`src/rtl/gated_mux_pipe.sv`:
```
// rtl/gated_mux_pipe.sv - per-channel gated 2:1 mux with delayed gate/valid and saturating hit counters
// Gate and valid travel through DEPTH-stage delay lines; mux data is used undelayed.

module gated_mux_pipe #(
   parameter int W     = 1,
   parameter int CH    = 1,
   parameter int DEPTH = 1,
   parameter int CNT_W = 8
) (
   input  logic                  clock,
   input  logic                  reset,
   input  logic                  in_valid,
   input  logic                  mode,
   input  logic [CH-1:0]         sel,
   input  logic [CH*W-1:0]       a,
   input  logic [CH*W-1:0]       b,
   input  logic [CH-1:0]         gate,
   input  logic                  clr,
   output logic [CH*W-1:0]       out,
   output logic                  out_valid,
   output logic [CH*CNT_W-1:0]   hit_cnt
);

   logic [CH-1:0]    gate_sr [DEPTH];
   logic [DEPTH-1:0] valid_sr;
   logic [CH-1:0]    gate_d;

   // Both delay lines shift every edge; there is no stall path.
   always_ff @(posedge clock or posedge reset) begin
      if (reset) begin
         for (int i = 0; i < DEPTH; i++) gate_sr[i] <= '0;
         valid_sr <= '0;
      end else begin
         gate_sr[0]  <= gate;
         valid_sr[0] <= in_valid;
         for (int i = 1; i < DEPTH; i++) begin
            gate_sr[i]  <= gate_sr[i-1];
            valid_sr[i] <= valid_sr[i-1];
         end
      end
   end

   assign gate_d    = gate_sr[DEPTH-1];
   assign out_valid = valid_sr[DEPTH-1];

   for (genvar c = 0; c < CH; c++) begin : g_ch
      logic [W-1:0]     m;
      logic [W-1:0]     o;
      logic [CNT_W-1:0] cnt;
      logic             hit;

      assign m = sel[c] ? a[c*W +: W] : b[c*W +: W];
      assign o = {W{gate_d[c]}} & (mode ? m : ~m);
      assign out[c*W +: W] = o;
      assign hit = out_valid && (o != '0);

      // clr wins over a simultaneous hit; the count sticks at all-ones.
      always_ff @(posedge clock or posedge reset) begin
         if (reset) begin
            cnt <= '0;
         end else if (clr) begin
            cnt <= '0;
         end else if (hit && (cnt != {CNT_W{1'b1}})) begin
            cnt <= cnt + CNT_W'(1);
         end
      end

      assign hit_cnt[c*CNT_W +: CNT_W] = cnt;
   end

endmodule
```
`config.mk`:
```
export PLATFORM = sky130hd
export DESIGN_NAME = gated_mux_pipe
export DESIGN_NICKNAME = d
export VERILOG_FILES = /design/src/rtl/gated_mux_pipe.sv
export SDC_FILE = /design/constraint.sdc
export NUM_CORES = 1
export LEC_CHECK = 0
export ABC_AREA = 1
export CAP_MARGIN = 30
export CORE_MARGIN = 8
export CORE_UTILIZATION = 25
export DETAILED_ROUTE_END_ITERATION = 6
export PLACE_DENSITY = 0.53
export SYNTH_ARGS = -nofsm -noshare
export SYNTH_HDL_FRONTEND = slang
export SYNTH_SLANG_ARGS = --single-unit
```
`constraint.sdc`:
```
create_clock -name clock -period 2.3 [get_ports clock]
set_clock_uncertainty 0.15 [all_clocks]
set_input_delay 0.23 -clock clock [delete_from_list [all_inputs] [get_ports clock]]
set_output_delay 0.23 -clock clock [all_outputs]
set_load 0.03 [all_outputs]
```
==> out/qor.yml, run 1 <==
status: "completed"
cp-end-kind: "primary output"
gr-usage-all-layers_pct: 7.825
nets: 119
grt_overflow: 0
place_hpwl_um: 1151
finalWeightedCongestion: 0.7052
async_flop_share_pct: 100.0
tns_ns: 0
antenna_left: 0
hp-class: "in2async"
p_leak_nw: 0.4536
coreArea_um2: 2455
syn-num-nets: 96
clock-sinks: 10
netlist_top_cells_count: "23 x nand2_1, 13 x inv_1, 12 x nand3_1"
synth_flop_cell: "dfrtp_1"
crit_end: "out"
synth_edf_count: 0
syn_area_um2: 638.1
synth_top_area_share_pct: 39.22
wire_per_inst_um: 11.43
rsz0062_at_grt: "no"
die_w_um: 66.52
min_period_ns: 2.113
grt_max_degree: 17
wl_um: 1566
cts_tree: "yes"
p_per_area_nw_per_um2: 407.0
n_antenna_cell: 0
pin_count: 19
insertion_delay_ns: 0.27
die_area_um2: 4425
timing.fmax_mhz: 473.2
clk_pin_slew_ns: 0.07
cp-startpoint: "sel"
worstMarginPinSlew_ns: 0.4535
crit_type: "in2out"
ctsHoldBuffers: 0
grt_pass1_vias: 582
yosys.area.top_type: "dfrtp_1"
cap_violations: 0
cp-start-kind: "input pin"
rows: 18
postCtsSetupBuffers: 0
synth.most_common_cell: "nand2_1"
area_delta_synth_final_pct: 38.43
worstPathRequired_ns: 1.92
maxSlewViolCount: 0
fin_ws_ns: 0.1865
synth.distinct_cells: 18
cts.repair.resized: 0
drtIter0Drc: 34
slew_headroom_pct: 69.73
reg2reg_depth: 7
drc_errors: 0
r2r_end: "hit_cnt[0]"
ctsHtreeMaxLevel: 1
antenna_found_initial: 0
min_period_over_period_pct: 91.89
ys_ff_latch: 10
synth.avg_cell_area_um2: 7.420
start_util_pct: 25.99
layout-drive-gt1-share_pct: 9.346
vdd_ir_drop_max_mv: 0.3060
cts_buffers: 3
vias: 648
firstDrtPassIters: 4
setup_viol: 0
clk_path_buf_depth: 2
viasPerCell: 4.730
yosys-top-cells-area: "dfrtp_1 39%, nand2_1 14%, nand3_1 9.4%, nand4_1 7.8%, inv_1 7.6%"
postSynthCellCount: 86
grt_pass1_wl_um: 2697
yosysSeqAreaShare_pct: 39.22
portBuffers: 18
rr_startpoint: "hit_cnt[0]"
hold_viol_final: 0
clock-root-buffer: "clkbuf_4"
fp.dieH_um: 66.52
arrival_ns: 1.73
pre_cts_ws_ns: 0.1813
critPathMaxFanout: 3
yosysWarnings: 0
rrSetupSlack_ns: 0.65
-- power breakdown --
group	switching, mW	leakage, nW	internal (mW)
clock	0.0592	0.0138	0.0603
sequential	0.00340	0.135	0.179
combinational	0.0308	0.305	0.0267
-- logic make-up after synthesis --
logic type / after synthesis / share of synthesized area (%)
and+or+nand+nor: 57 / 46.67
buffers and inverters: 15 / 9.216
DFF: 10 / 39.22
AOI/OAI and AO/OA: 2 / 1.567
xor gates and xnor gates: 1 / 1.373
adders and majority gates: 1 / 1.960
-- metal layers --
layer | wire length [um] | track usage [%]
met4 | 8 | 0.8000
met1 | 700 | 9.403
met3 | 103 | 4.362
met5 | 0 | 0
met2 | 754 | 12.30
-- placed cells by master (no fill, tap or decap) --
master / n
nand3_1: 12
nor2_4: 1
nor2_1: 7
xnor2_1: 1
o21ai_0: 1
clkbuf_4: 3
nand3b_1: 1
inv_1: 13
nand2_2: 1
nand2_1: 23
dfrtp_1: 10
nand4_1: 8
nor2_2: 1
buf_4: 2
clkdlybuf4s50_1: 18
a21oi_1: 1
ha_1: 1
nand3_4: 1
nor3_1: 1
nand4_4: 1
-- flip-flops by register name, summed over array words and instances, names as in the netlist --
register,cells
out_valid,1
hit_cnt,8
gate_d,1
-- worst min path at each step --
stage | to | slack [ns] | cells past startpoint
3_3_place_gp | out_valid | 0.41 | 2
4_1_cts | hit_cnt[3] | 0.11 | 2
6_report | hit_cnt[7] | 0.09 | 2
2_1_floorplan | gate_d | -0.08 | 1
5_1_grt | hit_cnt[3] | 0.15 | 2
3_5_place_dp | out_valid | 0.40 | 2
-- final cells by class --
cell class	count	area [um^2]
well taps	30	37.54
flip-flops and latches	10	250.2
fillers	256	1572
repair buffers	20	195.2
clock buffers	3	22.52
multi-input cells	61	329.1
inverters	13	48.80
-- worst max-delay path: stages --
cell             delay (ns)
clkdlybuf4s50_1        0.47
nand2_1                0.08
nand3_1                0.10
nand2_1                0.06
nor2_2                 0.09
clkdlybuf4s50_1        0.68
-- metrics by stage --
stage / instance area (um^2) / power [mW] / hold slack, ns / cells / utilization, %
after floorplan: 638.1 / 0.2140 / -0.07982 / 86 / -
after global placement: 860.8 / 0.2443 / 0.4054 / 134 / 35.07
after detailed placement: 860.8 / 0.2445 / 0.4048 / 134 / 35.07
after CTS: 883.3 / 0.3670 / 0.1149 / 137 / 35.98
after global routing: 883.3 / 0.3812 / 0.1511 / 137 / 35.98
final: 883.3 / 0.3595 / 0.09249 / 137 / 35.98
(Power assumes the default switching activity.)
==> run 2, diff against run 1 <==
--- a/config.mk
+++ b/config.mk
@@ -10,7 +10,9 @@
 export CORE_MARGIN = 8
 export CORE_UTILIZATION = 25
 export DETAILED_ROUTE_END_ITERATION = 6
+export GPL_ROUTABILITY_DRIVEN = 0
 export PLACE_DENSITY = 0.53
+export SLEW_MARGIN = 20
 export SYNTH_ARGS = -nofsm -noshare
 export SYNTH_HDL_FRONTEND = slang
 export SYNTH_SLANG_ARGS = --single-unit
==> results of run 2 <==
No change in the layout: final DEF, timing and power equal those of run 1.
